File: src/rtl/nrisc_pkg.sv
// Shared constants and state type for the nRisc narrow-datapath blocks.
package nrisc_pkg;

    localparam int unsigned NRISC_DATA_W  = 8;
    localparam int unsigned NRISC_CHUNK_W = 2;
    localparam int unsigned NRISC_NCHUNK  = NRISC_DATA_W / NRISC_CHUNK_W;

    typedef enum logic {
        IDLE,
        SEND
    } ser_state_t;

    // Width of a counter indexing n items; a single item still needs one bit.
    function automatic int unsigned cnt_width(input int unsigned n);
        return (n > 1) ? $clog2(n) : 1;
    endfunction

endpackage

File: src/rtl/chunk_len_calc.sv
// Number of chunks needed to carry a word: index of its highest nonzero chunk plus one,
// never less than one.
module chunk_len_calc
    import nrisc_pkg::*;
#(
    parameter  int unsigned DATA_W  = NRISC_DATA_W,
    parameter  int unsigned CHUNK_W = NRISC_CHUNK_W,
    localparam int unsigned NCHUNK  = DATA_W / CHUNK_W,
    localparam int unsigned LEN_W   = $clog2(NCHUNK + 1)
) (
    input  logic [DATA_W-1:0] word_i,
    output logic [LEN_W-1:0]  len_o
);

    always_comb begin
        len_o = LEN_W'(1);
        for (int unsigned i = 1; i < NCHUNK; i++) begin
            if (word_i[i*CHUNK_W +: CHUNK_W] != '0) begin
                len_o = LEN_W'(i + 1);
            end
        end
    end

endmodule

File: src/rtl/narrow8to2_serializer.sv
// Splits a DATA_W word into CHUNK_W chunks over valid/ready streams.
// Define NARROW_SKIP_ZERO_EN to drop the all-zero high-order chunks of each word.
module narrow8to2_serializer
    import nrisc_pkg::*;
#(
    parameter int unsigned DATA_W    = NRISC_DATA_W,
    parameter int unsigned CHUNK_W   = NRISC_CHUNK_W,
    parameter bit          MSB_FIRST = 1'b0
) (
    input  logic               clock,
    input  logic               reset,
    input  logic [DATA_W-1:0]  in_data,
    input  logic               in_valid,
    output logic               in_ready,
    output logic [CHUNK_W-1:0] out_data,
    output logic               out_valid,
    input  logic               out_ready,
    output logic               out_last,
    output logic               busy
);

    localparam int unsigned NCHUNK = DATA_W / CHUNK_W;
    localparam int unsigned CNT_W  = cnt_width(NCHUNK);

    ser_state_t        state_q, state_d;
    logic [DATA_W-1:0] word_q, word_d;
    logic [CNT_W-1:0]  count_q, count_d;
    // Holds len-1 of the word in flight, so the exit compare never needs len itself.
    logic [CNT_W-1:0]  last_q, last_d;
    logic [CNT_W-1:0]  accept_last;
    logic [CNT_W-1:0]  chunk_idx;
    logic              at_last;

`ifdef NARROW_SKIP_ZERO_EN
    localparam int unsigned LEN_W = $clog2(NCHUNK + 1);

    logic [LEN_W-1:0] word_len;

    chunk_len_calc #(
        .DATA_W  (DATA_W),
        .CHUNK_W (CHUNK_W)
    ) u_chunk_len_calc (
        .word_i (in_data),
        .len_o  (word_len)
    );

    assign accept_last = CNT_W'(word_len - LEN_W'(1));
`else
    assign accept_last = CNT_W'(NCHUNK - 1);
`endif

    assign at_last = (count_q == last_q);

    // MSB-first walks down from the highest chunk being sent, which also skips leading zeros.
    always_comb begin
        chunk_idx = MSB_FIRST ? (last_q - count_q) : count_q;
        out_data  = '0;
        for (int unsigned i = 0; i < NCHUNK; i++) begin
            if (state_q == SEND && chunk_idx == CNT_W'(i)) begin
                out_data = word_q[i*CHUNK_W +: CHUNK_W];
            end
        end
    end

    always_comb begin
        state_d = state_q;
        word_d  = word_q;
        count_d = count_q;
        last_d  = last_q;
        unique case (state_q)
            IDLE: begin
                if (in_valid) begin
                    word_d  = in_data;
                    count_d = '0;
                    last_d  = accept_last;
                    state_d = SEND;
                end
            end
            SEND: begin
                if (out_ready) begin
                    if (at_last) begin
                        state_d = IDLE;
                    end else begin
                        count_d = count_q + CNT_W'(1);
                    end
                end
            end
            default: state_d = IDLE;
        endcase
    end

    always_ff @(posedge clock) begin
        if (reset) begin
            state_q <= IDLE;
            word_q  <= '0;
            count_q <= '0;
            last_q  <= '0;
        end else begin
            state_q <= state_d;
            word_q  <= word_d;
            count_q <= count_d;
            last_q  <= last_d;
        end
    end

    assign in_ready  = (state_q == IDLE);
    assign busy      = (state_q == SEND);
    assign out_valid = busy;
    assign out_last  = busy && at_last;

endmodule
File: config.mk
export PLATFORM = sky130hd
export DESIGN_NAME = narrow8to2_serializer
export DESIGN_NICKNAME = d
export VERILOG_FILES = /design/src/rtl/nrisc_pkg.sv /design/src/rtl/chunk_len_calc.sv /design/src/rtl/narrow8to2_serializer.sv
export SDC_FILE = /design/constraint.sdc
export NUM_CORES = 1
export LEC_CHECK = 0
export ABC_AREA = 1
export CORE_MARGIN = 2
export CORE_UTILIZATION = 46
export CTS_CLUSTER_SIZE = 20
export DETAILED_ROUTE_END_ITERATION = 10
export HOLD_SLACK_MARGIN = 0.08
export PLACE_DENSITY = 0.76
export SYNTH_ARGS = -nofsm -noshare
export SYNTH_HDL_FRONTEND = slang
export SYNTH_HIERARCHICAL = 1
export SYNTH_SLANG_ARGS = --single-unit
File: constraint.sdc
create_clock -name clock -period 1.69 [get_ports clock]
set_input_delay 0.338 -clock clock [delete_from_list [all_inputs] [get_ports clock]]
set_output_delay 0.338 -clock clock [all_outputs]
set_load 0.01 [all_outputs]
# Word-level counts from Yosys, hierarchy flattened
# Cells that the tools add are included.
[op_classes] magnitude_cmp=0 mux=12 bitwise=1 n_reduce_logical=8 n_addsub=1 eq_ne=7 shifts=0 mul=0 div=0
[ops] cell="2-bit 2-to-1 mux" n=7
[ops] cell="2-bit inequality test, second input constant" n=3
[ops] cell="1-bit logical AND" n=5
[ops] cell="2-bit == test, second input constant" n=2
[ops] cell="2-bit one-hot mux with 2 select lines" n=1
[ops] cell="1-bit 2-to-1 mux" n=3
[ops] cell="3-bit AND reduction" n=1
[ops] cell="2-bit by 1-bit adder with 2-bit output, second input constant" n=1
[ops] cell="2-bit by 1-bit == test with 1-bit output, second input constant" n=1
[ops] cell="2-bit == test" n=1
[ops] cell="2-bit zero test" n=1
[ops] cell="1-bit one-hot mux with 2 select lines" n=1
[ops] cell="2-bit AND reduction" n=1
[ops] cell="1-bit NOT" n=1
[totals] romBits=0 latchBits=0 elab_cells=33 mem_bits_rw=0 inputBits=12 memories=0 output_inout_bits=6 regBits=12

# Logic depth before layout (Yosys ltp)
# Gate-level depths: netlist of run 1.
[depth] word_depth=6 mapped_depth=8 mapped_depth_nobuf=8

# Worst setup path after synthesis of run 1
# Ideal clock, no wire load.
[synth_timing] path_kind="register -> output" startpoint="register count_q[0], in the netlist chunk_idx[0]" endpoint="output port out_data[0]" arrival_time_ps=1054 required_ps=1352 n_path_buf=0 slack_ps=298 path_stages_with_launch=8 cell_sequence="dfxtp_1 > inv_1 > ha_1 > nand2_1 > nor2_1 > nor2_1 > nand2_1 > nand2_1"
[synth_via] elab_chain_len=6 word_cells_on_any_way=12 classes_between="eq/ne: 3; mux: 4; reduce/logical: 5"
[synth_rtl] item="from (decl)" line="narrow8to2_serializer.sv:27" source="logic [CNT_W-1:0] count_q, count_d;"
[synth_rtl] item="from (signal assigned)" line="narrow8to2_serializer.sv:101" source="count_q <= count_d;"
[synth_rtl] item="2-bit zero test" line="narrow8to2_serializer.sv:59" source="if (state_q == SEND && chunk_idx == CNT_W'(i)) begin"
[synth_rtl] item="1-bit logical AND" line="narrow8to2_serializer.sv:59"
[synth_rtl] item="2-bit 2-to-1 mux (3 in a row)" line="narrow8to2_serializer.sv:59"
[synth_rtl] item="2-bit 2-to-1 mux (*)" line="narrow8to2_serializer.sv:59"
[synth_rtl] item="to (decl)" line="narrow8to2_serializer.sv:15" source="output logic [CHUNK_W-1:0] out_data,"
# Mark *: on every way between the ends. The rest lies on a longest branch, timed or not.

# Worst setup path in the final report of run 1
[layout_timing] startpoint="register count_q[1], in the netlist chunk_idx[1]" endpoint="output port out_data[0]"
# The elaborated chain is that of the path after synthesis.

==> results.py, run 1 <==
metrics = {
    "synth": {
        "synth_cells": 98,
        "yosys.area.top_type_share": 0.348,
        "seq_area_frac_synth": 0.348,
        "syn_nets": 114,
        "synthMuxAreaShare": 0,
        "yosysUniqueCellTypes": 20,
        "synth-adder-area-share": 0.0726,
        "synth-simple-area-share": 0.401,
        "ys_top_cells_by_area": "dfxtp_1 (35%), nor2_1 (14%), nand2_1 (8.7%), ha_1 (7.3%), o21ai_1 (5.8%)",
        "synth_top_family_by_area": "simple AND/OR/NAND/NOR gates",
        "avgSynthCellArea_um2": 7.03,
        "synth_area_um2": 689,
        "synth-compound-area-share": 0.0726,
        "yosysTopAreaCell": "dfxtp_1",
        "ys_warn_count": 6,
        "synthXorXnorAreaFrac": 0,
        "ys_ff_latch": 12,
    },
    "timing": {
        "report.final.slew_viol_count": 0,
        "setup_viol": 0,
        "relSlewSlack": 0.793,
        "hold_viol": 0,
        "period_needed_ps": 1670,
        "tns_ps": 0,
        "fin_crit_sh": 0.991,
        "rsz0062_at_grt": "yes",
        "worstMarginPinSlew_ps": 311,
        "finClkSkew_ps": 7.16,
        "maxClockFrequency_ghz": 0.597,
    },
    "global_route": {
        "grt_pass1_vias": 669,
        "grt_pass1_wl_um": 2700,
        "grt_use_total": 0.195,
        "antenna_found_initial": 0,
        "grt_max_degree": 12,
        "globalRouteOverflowTotal": 0,
    },
    "critical_path": {
        "path_cells": "inv_4 > ha_2 > nand3_1 > nand3_2 > nand2_1 > nand2_1 > buf_2",
        "r2r_end": "chunk_idx[0]",
        "rr_startpoint": "chunk_idx[0]",
        "r2r_cells": 9,
        "timing_worst_setup_path_type": "flip-flop to primary output",
        "start_kind": "flip-flop",
        "critical-path-max-stage-delay_ps": 370,
        "rrSetupSlack_ps": 420,
        "worstPathRequired_ps": 1350,
        "worst-path-stages": 7,
        "cpMaxStageDelayCell": "dfxtp_4",
        "worst-path-buf-inv": 2,
        "worst_setup_path_startpoint": "chunk_idx[1]",
        "worstSetupEndpoint": "out_data[0]",
        "cp_common_cell": "nand2_1",
        "worst_setup_path_end_kind": "primary output",
        "path_max_fanout": 4,
        "critPathTopFamily": "flip-flops",
        "critical_path_arrival_ps": 1340,
    },
    "floorplan": {
        "start_util": 0.511,
        "fp.dieH_um": 42.7,
        "fp-row-count": 13,
        "die_x_um": 42.7,
        "dieArea_mm2": 0.00182,
        "num_io_pins": 18,
        "fp.coreArea_mm2": 0.00135,
    },
    "detailed_routing": {
        "postRouteAntennaNets": 0,
        "postRouteWirelength_um": 1650,
        "drc": 0,
        "drtIter0Drc": 8,
        "wl_per_cell_um": 11.6,
        "first_pass_iters": 4,
        "vias": 691,
        "vias_per_cell": 4.87,
    },
    "clocking": {
        "cts-root-buf": "clkbuf_4",
        "htreeDepth": 1,
        "clk_latency_ps": 270,
        "cts_buffers": 3,
        "cts_tree": "done",
        "clkSinkCount": 12,
        "cts_buffer_depth": 2,
        "clk_pin_slew_ps": 70,
    },
    "min_path": {
        "holdPathStages": 2,
        "hold_class": "flip-flop to flip-flop",
    },
    "outcome": {
        "status": "finished clean",
    },
    "power": {
        "pwr-share-comb": 0.339,
        "finalPower_mw": 0.762,
        "intPower_mw": 0.522,
        "clkPwrFrac": 0.221,
        "power.switching_mw": 0.241,
        "ir_worst_vdd_mv": 0.468,
        "switching_share": 0.316,
        "p_leak_nw": 0.495,
        "pwr-share-seq": 0.440,
        "power_density_mw_per_mm2": 751,
    },
    "placed_design": {
        "placed_area_um2": 937,
        "io_buffers": 17,
        "dp_hpwl_um": 1180,
        "gp_congestion": 0.770,
    },
    "finish": {
        "layout-drive-gt1-share": 0.402,
        "fin_area_mm2": 0.00101,
        "final_cell_mix": "nor2_1 (24), clkdlybuf4s50_1 (13), nand2_1 (12), buf_4 (12), dfxtp_1 (9)",
        "final_common_cell": "nor2_1",
        "synthToLayoutAreaGrowth_pct": 47.2,
        "n_antenna_cell": 0,
        "finalNetCount": 145,
        "fin_util": 0.752,
    },
    "flow_run": {
        "maxCapViolations": 0,
    },
}
==> cell families after synthesis <==
family | count (synthesis)
compound gates | 10
fa+ha+maj | 4
buf+inv | 14
flops | 12
simple gates | 58
==> synthesized netlist by cell type <==
cell      number
nor2_2         2
nand2_4        1
dfxtp_1       12
nand2_2        3
inv_8          1
clkbuf_2       1
nor2_4         3
buf_4          1
a21oi_1        1
inv_1          9
nand3_2        1
o21ai_0        1
buf_6          1
nand3_1        6
nand2_1       16
nand4_1        1
inv_2          1
nor2_1        25
ha_1           4
o21ai_1        8
==> worst min path at each step <==
stage,slack [ps],endpoint,startpoint
after floorplan,410,last_q[0],reset
after global placement,460,word_q[7],word_q[7]
after detailed placement,480,word_q[6],word_q[6]
after CTS,490,word_q[6],word_q[6]
after global routing,530,word_q[0],word_q[0]
final,500,word_q[6],word_q[6]
==> power by group through the flow <==
stage / Clock, mW / Sequential, mW / Combinational, mW
2_1_floorplan: 0 / 0.334 / 0.130
3_3_place_gp: 0 / 0.333 / 0.237
3_5_place_dp: 0 / 0.334 / 0.242
4_1_cts: 0.180 / 0.330 / 0.239
5_1_grt: 0.194 / 0.339 / 0.285
6_report: 0.168 / 0.336 / 0.258
==> registers in the layout (all words and copies together) (netlist names) <==
name       flops
word_q         8
chunk_idx      2
busy           1
last_q         1
==> routing by layer <==
layer	up-vias	wire length, um	global-route usage
met5	-	0	0
met4	0	33	0.0750
met3	4	74	0.0511
met2	21	813	0.336
met1	307	726	0.226
li1	359	-	-
==> through the flow <==
step	hold slack [ps]	cells	setup WS, ps
4_1_cts	493	141	-2.19
6_report	495	142	15.6
5_1_grt	534	142	-58.2
2_1_floorplan	410	98	298
3_5_place_dp	478	138	-168
3_3_place_gp	465	138	-172
==> cell type report <==
cell class | count | area [um^2]
clock buffers | 3 | 22.5
fillers | 101 | 335
inverters | 11 | 51.3
multi-input cells | 72 | 429
flip-flops and latches | 12 | 249
well taps | 15 | 18.8
repair buffers | 29 | 244
==> worst register-to-register path, stage by stage (launching register included) <==
cell     delay (ps)
dfxtp_2         340
buf_4           140
buf_4           140
nor2_4          110
nand2_2          70
buf_4           140
nand3_2          80
nand2_1          50
nand2_1          60
nor2_2           30
==> timing repair <==
action	CTS	global route
buffers inserted	0	1
gates resized for setup	19	19
pin swaps	3	4
hold buffers	0	0
setup endpoints to repair	4	3
endpoints found under the hold margin	0	0
No activity file was read; power rests on OpenSTA's default activity.
==> run 2: changes to the inputs <==
--- a/config.mk
+++ b/config.mk
@@ -6,6 +6,7 @@
 export NUM_CORES = 1
 export LEC_CHECK = 0
 export ABC_AREA = 1
+export CAP_MARGIN = 20
 export CORE_MARGIN = 2
 export CORE_UTILIZATION = 46
 export CTS_CLUSTER_SIZE = 20
==> results of run 2 <==
No change in the layout: final DEF, timing and power equal those of run 1.
